[config.mk]
export PLATFORM = sky130hd
export DESIGN_NAME = demux3_8_registrado
export DESIGN_NICKNAME = d
export VERILOG_FILES = /design/src/rtl/demux3_8_registrado_pkg.sv /design/src/rtl/demux3_8_registrado_canal_buffer.sv /design/src/rtl/demux3_8_registrado.sv
export SDC_FILE = /design/constraint.sdc
export NUM_CORES = 1
export LEC_CHECK = 0
export CORE_UTILIZATION = 40
export DETAILED_ROUTE_END_ITERATION = 10
export PLACE_DENSITY = 0.74
export SYNTH_ARGS = -nofsm -noshare
export SYNTH_HDL_FRONTEND = slang
export SYNTH_SLANG_ARGS = --single-unit
[constraint.sdc]
create_clock -name Clock -period 2.52 [get_ports Clock]
set_input_delay 0.252 -clock Clock [delete_from_list [all_inputs] [get_ports Clock]]
set_output_delay 0.252 -clock Clock [all_outputs]
set_load 0.01 [all_outputs]
[src/rtl/demux3_8_registrado_pkg.sv]
// Shared constants and types for the registered 1-to-3 demux.
// Selector codes, data width and channel state encoding.
package demux3_8_registrado_pkg;

  localparam int LARGURA_DADO = 8;

  localparam logic [1:0] CANAL_0        = 2'b00;
  localparam logic [1:0] CANAL_1        = 2'b01;
  localparam logic [1:0] CANAL_2        = 2'b10;
  localparam logic [1:0] CANAL_INVALIDO = 2'b11;

  typedef enum logic {
    VAZIO = 1'b0,
    CHEIO = 1'b1
  } estado_t;

endpackage

[src/rtl/demux3_8_registrado_canal_buffer.sv]
// One-entry channel buffer with valid/ready output side.
// Optional pop counter under DEMUX3_8_CONTADORES_EN.
module canal_buffer
  import demux3_8_registrado_pkg::*;
#(
  parameter int LARGURA = LARGURA_DADO
) (
  input  logic               clk,
  input  logic               rst_n,
  input  logic               wr_en,
  input  logic [LARGURA-1:0] data_in,
  input  logic               pop,
  output logic [LARGURA-1:0] data_out,
  output logic               valid
`ifdef DEMUX3_8_CONTADORES_EN
  ,
  output logic [7:0]         contagem
`endif
);

  estado_t estado;
  logic    pop_ok;

  assign pop_ok = pop && (estado == CHEIO);
  assign valid  = (estado == CHEIO);

  // Channel FSM: a write fills, a pop alone empties.
  always_ff @(posedge clk or negedge rst_n) begin
    if (!rst_n) begin
      estado   <= VAZIO;
      data_out <= '0;
    end else if (wr_en) begin
      estado   <= CHEIO;
      data_out <= data_in;
    end else if (pop_ok) begin
      estado   <= VAZIO;
    end
  end

`ifdef DEMUX3_8_CONTADORES_EN
  // Count delivered values; wraps naturally at 8 bits.
  always_ff @(posedge clk or negedge rst_n) begin
    if (!rst_n) begin
      contagem <= '0;
    end else if (pop_ok) begin
      contagem <= contagem + 8'd1;
    end
  end
`endif

endmodule

[src/rtl/demux3_8_registrado.sv]
// Registered 1-to-3 demux with per-channel one-entry buffers.
// Define DEMUX3_8_CONTADORES_EN to add per-channel pop counters.
module demux3_8_registrado
  import demux3_8_registrado_pkg::*;
#(
  parameter int LARGURA = LARGURA_DADO
) (
  input  logic               Clock,
  input  logic               Reset,
  input  logic [LARGURA-1:0] Entrada,
  input  logic [1:0]         Controle,
  input  logic               EntradaValida,
  output logic               EntradaPronta,
  output logic [LARGURA-1:0] Saida0,
  output logic [LARGURA-1:0] Saida1,
  output logic [LARGURA-1:0] Saida2,
  output logic [2:0]         SaidaValida,
  input  logic [2:0]         SaidaPronta,
  output logic               ErroControle
`ifdef DEMUX3_8_CONTADORES_EN
  ,
  output logic [7:0]         Contagem0,
  output logic [7:0]         Contagem1,
  output logic [7:0]         Contagem2
`endif
);

  logic [2:0]         sel;
  logic [2:0]         wr;
  logic [2:0]         pop;
  logic [LARGURA-1:0] dados [3];
`ifdef DEMUX3_8_CONTADORES_EN
  logic [7:0]         contagens [3];
`endif

  // One-hot destination decode; invalid code selects nothing.
  always_comb begin
    sel = 3'b000;
    unique case (Controle)
      CANAL_0: sel = 3'b001;
      CANAL_1: sel = 3'b010;
      CANAL_2: sel = 3'b100;
      default: sel = 3'b000;
    endcase
  end

  // Only the addressed channel can stall the producer.
  assign EntradaPronta =
    (sel == 3'b000) ||
    (|(sel & (~SaidaValida | SaidaPronta)));

  assign wr  = (EntradaValida && EntradaPronta) ? sel : 3'b000;
  assign pop = SaidaValida & SaidaPronta;

  for (genvar i = 0; i < 3; i++) begin : g_canal
    canal_buffer #(.LARGURA(LARGURA)) u_canal (
      .clk      (Clock),
      .rst_n    (Reset),
      .wr_en    (wr[i]),
      .data_in  (Entrada),
      .pop      (pop[i]),
      .data_out (dados[i]),
      .valid    (SaidaValida[i])
`ifdef DEMUX3_8_CONTADORES_EN
      ,
      .contagem (contagens[i])
`endif
    );
  end

  assign Saida0 = dados[0];
  assign Saida1 = dados[1];
  assign Saida2 = dados[2];

`ifdef DEMUX3_8_CONTADORES_EN
  assign Contagem0 = contagens[0];
  assign Contagem1 = contagens[1];
  assign Contagem2 = contagens[2];
`endif

  // Sticky flag for offers carrying the invalid selector.
  always_ff @(posedge Clock or negedge Reset) begin
    if (!Reset) begin
      ErroControle <= 1'b0;
    end else if (EntradaValida && Controle == CANAL_INVALIDO) begin
      ErroControle <= 1'b1;
    end
  end

endmodule

* After elaboration in Yosys (flattened, before gate mapping) *
Index checks and enable logic that the tools add are counted.

storage, ports and cells
  register bits = 28
  bits of input ports = 16
  output and inout port bits = 29

operators by class
  eq/ne operators = 3
  mux-type cells = 8
  bitwise operators = 4
  reductions and logical operators = 12

operators by type and width
  cell                  count
  $pmux W3 S3           1
  $and A3 B3 Y3         2
  $mux W1               6
  $reduce_bool A2 Y1    3
  $logic_and A1 B1 Y1   5
  $eq A2 B2 Y1 const B  2
  $logic_not A3 Y1      1
  $mux W3               1
  $not A3 Y3            1
  $or A3 B3 Y3          1
  $reduce_or A3 Y1      1
  $eq A2 B1 Y1 const B  1
  $logic_not A2 Y1      1
  $logic_or A1 B1 Y1    1

* Longest topological paths before layout *
  word-level depth = 8
  depth in mapped cells = 4
  gate-level depth less buffers = 3

* By module *
From an unflattened synthesis, not the netlist that was laid out.

second synthesis, totals
  cells, all modules = 77
  area, all modules = 1244.9 sq um

by module, submodules not included
  module               times used  cells each  area an instance (sq um)
  canal_buffer         3           20          369.1
  demux3_8_registrado  1           17          137.6

* Least setup slack after synthesis *
No wires, ideal clock.

  path type = register -> register
  start point = register g_canal[2].u_canal.estado
  end point = register g_canal[2].u_canal.data_out[0]
  arrival = 1.145 ns
  data required time = 2.395 ns
  slack = 1.250 ns
  cell stages (with the launch flop) = 4
  buffers on the path = 0
  period minus slack after synthesis = 1.270 ns
  path through = dfrtp_1 > nand2b_1 > nor3b_4 > mux2_2

on the way
  cells in the longest elaborated chain, start to end = 7

ends and longest elaborated chain
  element                 RTL line                                RTL
  from (decl)             demux3_8_registrado_canal_buffer.sv:21  estado_t estado;
  from (signal assigned)  demux3_8_registrado_canal_buffer.sv:30  estado <= VAZIO;
  from (signal assigned)  demux3_8_registrado_canal_buffer.sv:33  estado <= CHEIO;
  from (signal assigned)  demux3_8_registrado_canal_buffer.sv:36  estado <= VAZIO;
  $not A3 Y3              demux3_8_registrado.sv:50               (|(sel & (~SaidaValida | SaidaPronta)));
  $or A3 B3 Y3            demux3_8_registrado.sv:50
  $and A3 B3 Y3           demux3_8_registrado.sv:50
  $reduce_or A3 Y1        demux3_8_registrado.sv:50
  $logic_or A1 B1 Y1      demux3_8_registrado.sv:49               (sel == 3'b000) ||
  $logic_and A1 B1 Y1     demux3_8_registrado.sv:52               assign wr = (EntradaValida && EntradaPronta) ? sel : 3'b000;
  $mux W3                 demux3_8_registrado.sv:52
  to (signal assigned)    demux3_8_registrado_canal_buffer.sv:34  data_out <= data_in;
  to (decl)               demux3_8_registrado_canal_buffer.sv:13  output logic [LARGURA-1:0] data_out,

Every way passes these cells.
A chain may end at the register's enable or synchronous reset.

* Worst setup path after layout *
  start point = input port Controle[0]
  end point = output port EntradaPronta

on the way
  cells in the longest elaborated chain, start to end = 5

ends and longest elaborated chain
  element                                     RTL line                   RTL
  from (decl)                                 demux3_8_registrado.sv:11  input logic [1:0] Controle,
  $eq A2 B2 Y1, or another cell as far along  demux3_8_registrado.sv:39  unique case (Controle)
  $pmux W3 S3 *                               demux3_8_registrado.sv:39
  $and A3 B3 Y3                               demux3_8_registrado.sv:50
  $reduce_or A3 Y1                            demux3_8_registrado.sv:50
  $logic_or A1 B1 Y1 *                        demux3_8_registrado.sv:49
  to (decl)                                   demux3_8_registrado.sv:13  output logic EntradaPronta,

Every way passes the cells marked *; elsewhere a longest branch is shown, timed or not.

==> reports/metrics.cfg <==
[placed_design]
place_congestion = 0.663
io_buffer_count = 44
postPlaceCellArea_sq_mm = 0.00156

[worst_setup_path]
path_cells = clkdlybuf4s50_1 -> mux2i_1 -> o21ai_0 -> clkdlybuf4s50_1
rrSetupSlack_ns = 1.01
r2r_cells = 3
crit_path_start_kind = primary input
cpMostUsedCell = clkdlybuf4s50_1
slowest_stage = clkdlybuf4s50_1
worstPathMaxFanout = 8
path_buf_inv = 2
max_stage_delay_ns = 0.65
end_kind = primary output
rr_endpoint = g_canal[2].u_canal.data_out[4]
path_delay_family = buffers and inverters
arrival_ns = 1.72
worstSetupPathType = primary input to primary output
r2r-start = g_canal[2].u_canal.valid
required_ns = 2.27

[logic_synthesis]
syn_nets = 89
syn_avg_cell_area_sq_um = 15.2
yosys-top-cells-area = dfrtp_1 63%, mux2_2 24%, buf_4 2.0%
yosys.cell_types.count = 13
ys_ff_latch = 28
yosysWarnings = 0
ys_seq_area_frac = 0.631
synth_top_area_frac = 0.631
synthesis.area_sq_mm = 0.00111
syn_inst = 73
yosys.area.top_type = dfrtp_1

[sta]
fin_crit_ns = 1.97
fin_crit_sh = 0.782
finalSetupTns_ns = 0
finClkSkew_ns = 0.000878
max_freq_mhz = 508
tightest_slew_ns = 0.551
slew_viol_final = 0
maxSlewHeadroom = 0.632
setup-violations-final = 0
hold_viol = 0
rsz0062_at_grt = no
hold_ws_ns = 0.285

[run]
max_cap_violations = 0

[power]
p_per_area_mw_per_mm2 = 714
peakVddDrop_uv = 544
leakage_nw = 0.670

[cts]
clockBufferDepth = 2
post_cts_resized = 0
clock-sinks = 28
cts-root-buf = clkbuf_4
cts_tree = yes
cts_buffers = 3
ctsHoldBuffers = 0
worstSkewPairLatency_ns = 0.31
post_cts_buffers = 0
htree_levels = 1
clk_pin_slew_ns = 0.14

[grt]
grt_pass1_vias = 730
grt_usage = 0.158
overflow = 0
grt_pass1_wl_mm = 3.28
grt_max_degree = 29
antenna_found_initial = 0

[floorplan]
dieArea_sq_mm = 0.00299
num_rows = 18
chipWidth_microns = 54.7
io_pins = 45
core_area_sq_mm = 0.00254
start_util = 0.436
fp.dieH_microns = 54.7

[detailed_routing]
routedWlPerCell_microns = 14.1
drt_pass1_iterations = 4
routed_via_density = 4.90
drcViolationCount = 0
routed_wirelength_mm = 2.08
vias = 721
antenna_left = 0
drtIter0Drc = 10

[layout]
n_antenna_cell = 0
final_nets = 134
drive_above_1_share = 0.265
area_growth_pct = 44.1
fin_area_sq_mm = 0.00160
fin_util = 0.628

[min_path]
min_path_type = primary input to async pin

[status]
status = finished, final reports clean

## metrics by stage
step	setup WS (ns)	power, W	cells
2_1_floorplan	1.25	0.000721	73
3_3_place_gp	0.572	0.000936	143
3_5_place_dp	0.549	0.000945	143
4_1_cts	0.538	0.00116	147
5_1_grt	0.466	0.00121	147
6_report	0.550	0.00114	147
## final cells by class
class | count | area [sq um]
repair buffers | 45 | 448
multi-input cells | 40 | 377
fillers | 200 | 946
well taps | 30 | 37.5
clock buffers | 4 | 36.3
flip-flops and latches | 28 | 701
## metal layers
metal	part of all wire	routed length (microns)	up-vias	global-route usage
met5	0	0	-	0
met4	0	0	0	0.0128
met3	0.068	141	0	0.0472
met2	0.51	1050	24	0.271
met1	0.43	886	356	0.204
li1	-	-	341	-
## Yosys cell counts
library cell / instances
dfrtp_1: 28
buf_2: 2
nand3b_1: 1
mux2_2: 24
and3_1: 1
nand2_1: 4
nor2b_1: 1
nand2b_1: 3
buf_4: 3
mux2i_1: 1
nor3b_4: 1
o21ai_0: 3
a31o_2: 1
## worst max path at each step
stage                                  start                             end  slack, ns  cells past startpoint
detailed placement               Controle[0]                   EntradaPronta       0.55                      4
CTS                              Controle[0]                   EntradaPronta       0.54                      4
global route                     Controle[0]                   EntradaPronta       0.47                      4
floorplan           g_canal[2].u_canal.valid  g_canal[2].u_canal.data_out[0]       1.25                      3
finish                           Controle[0]                   EntradaPronta       0.55                      4
global placement                 Controle[0]                   EntradaPronta       0.57                      4
## worst register-to-register path: cells and delay by family (launching register included)
kind,cells,cell delay [ns]
flops,1,0.40
mux,1,0.40
simple gates,2,0.62
## state kept, by name, indices dropped and copies added (netlist names)
signal,count
ErroControle,1
g_canal.u_canal.data_out,24
g_canal.u_canal.valid,3
## power breakdown
part	leakage (nW)	switching (W)	total, W	internal [W]
Clock	0.0210	0.000124	0.000212	0.0000882
Sequential	0.332	0.0000413	0.000575	0.000533
Combinational	0.317	0.000122	0.000355	0.000232
Total	0.670	0.000288	0.00114	0.000854
## cells in the final DEF (no fill, tap or decap)
cell type | Yosys | final
clkbuf_4 | 0 | 3
nor2b_1 | 1 | 1
mux2_2 | 24 | 24
nor3b_4 | 1 | 1
buf_4 | 3 | 1
clkbuf_8 | 0 | 1
o21ai_0 | 3 | 3
clkdlybuf4s50_1 | 0 | 44
a31o_2 | 1 | 1
and3_1 | 1 | 1
mux2i_1 | 1 | 1
dfrtp_1 | 28 | 28
nand3b_1 | 1 | 1
nand2b_1 | 3 | 3
nand2_1 | 4 | 4
## logic make-up (layout without fill, tap and decap cells)
kind of cell	after synthesis	count (layout)	share of synthesized area
buffers and inverters	5	49	0.0293
DFF	28	28	0.631
AOI/OAI and AO/OA	4	4	0.0214
and+or+nand+nor	11	11	0.0654
muxes	25	25	0.253
(Power assumes the default switching activity.)
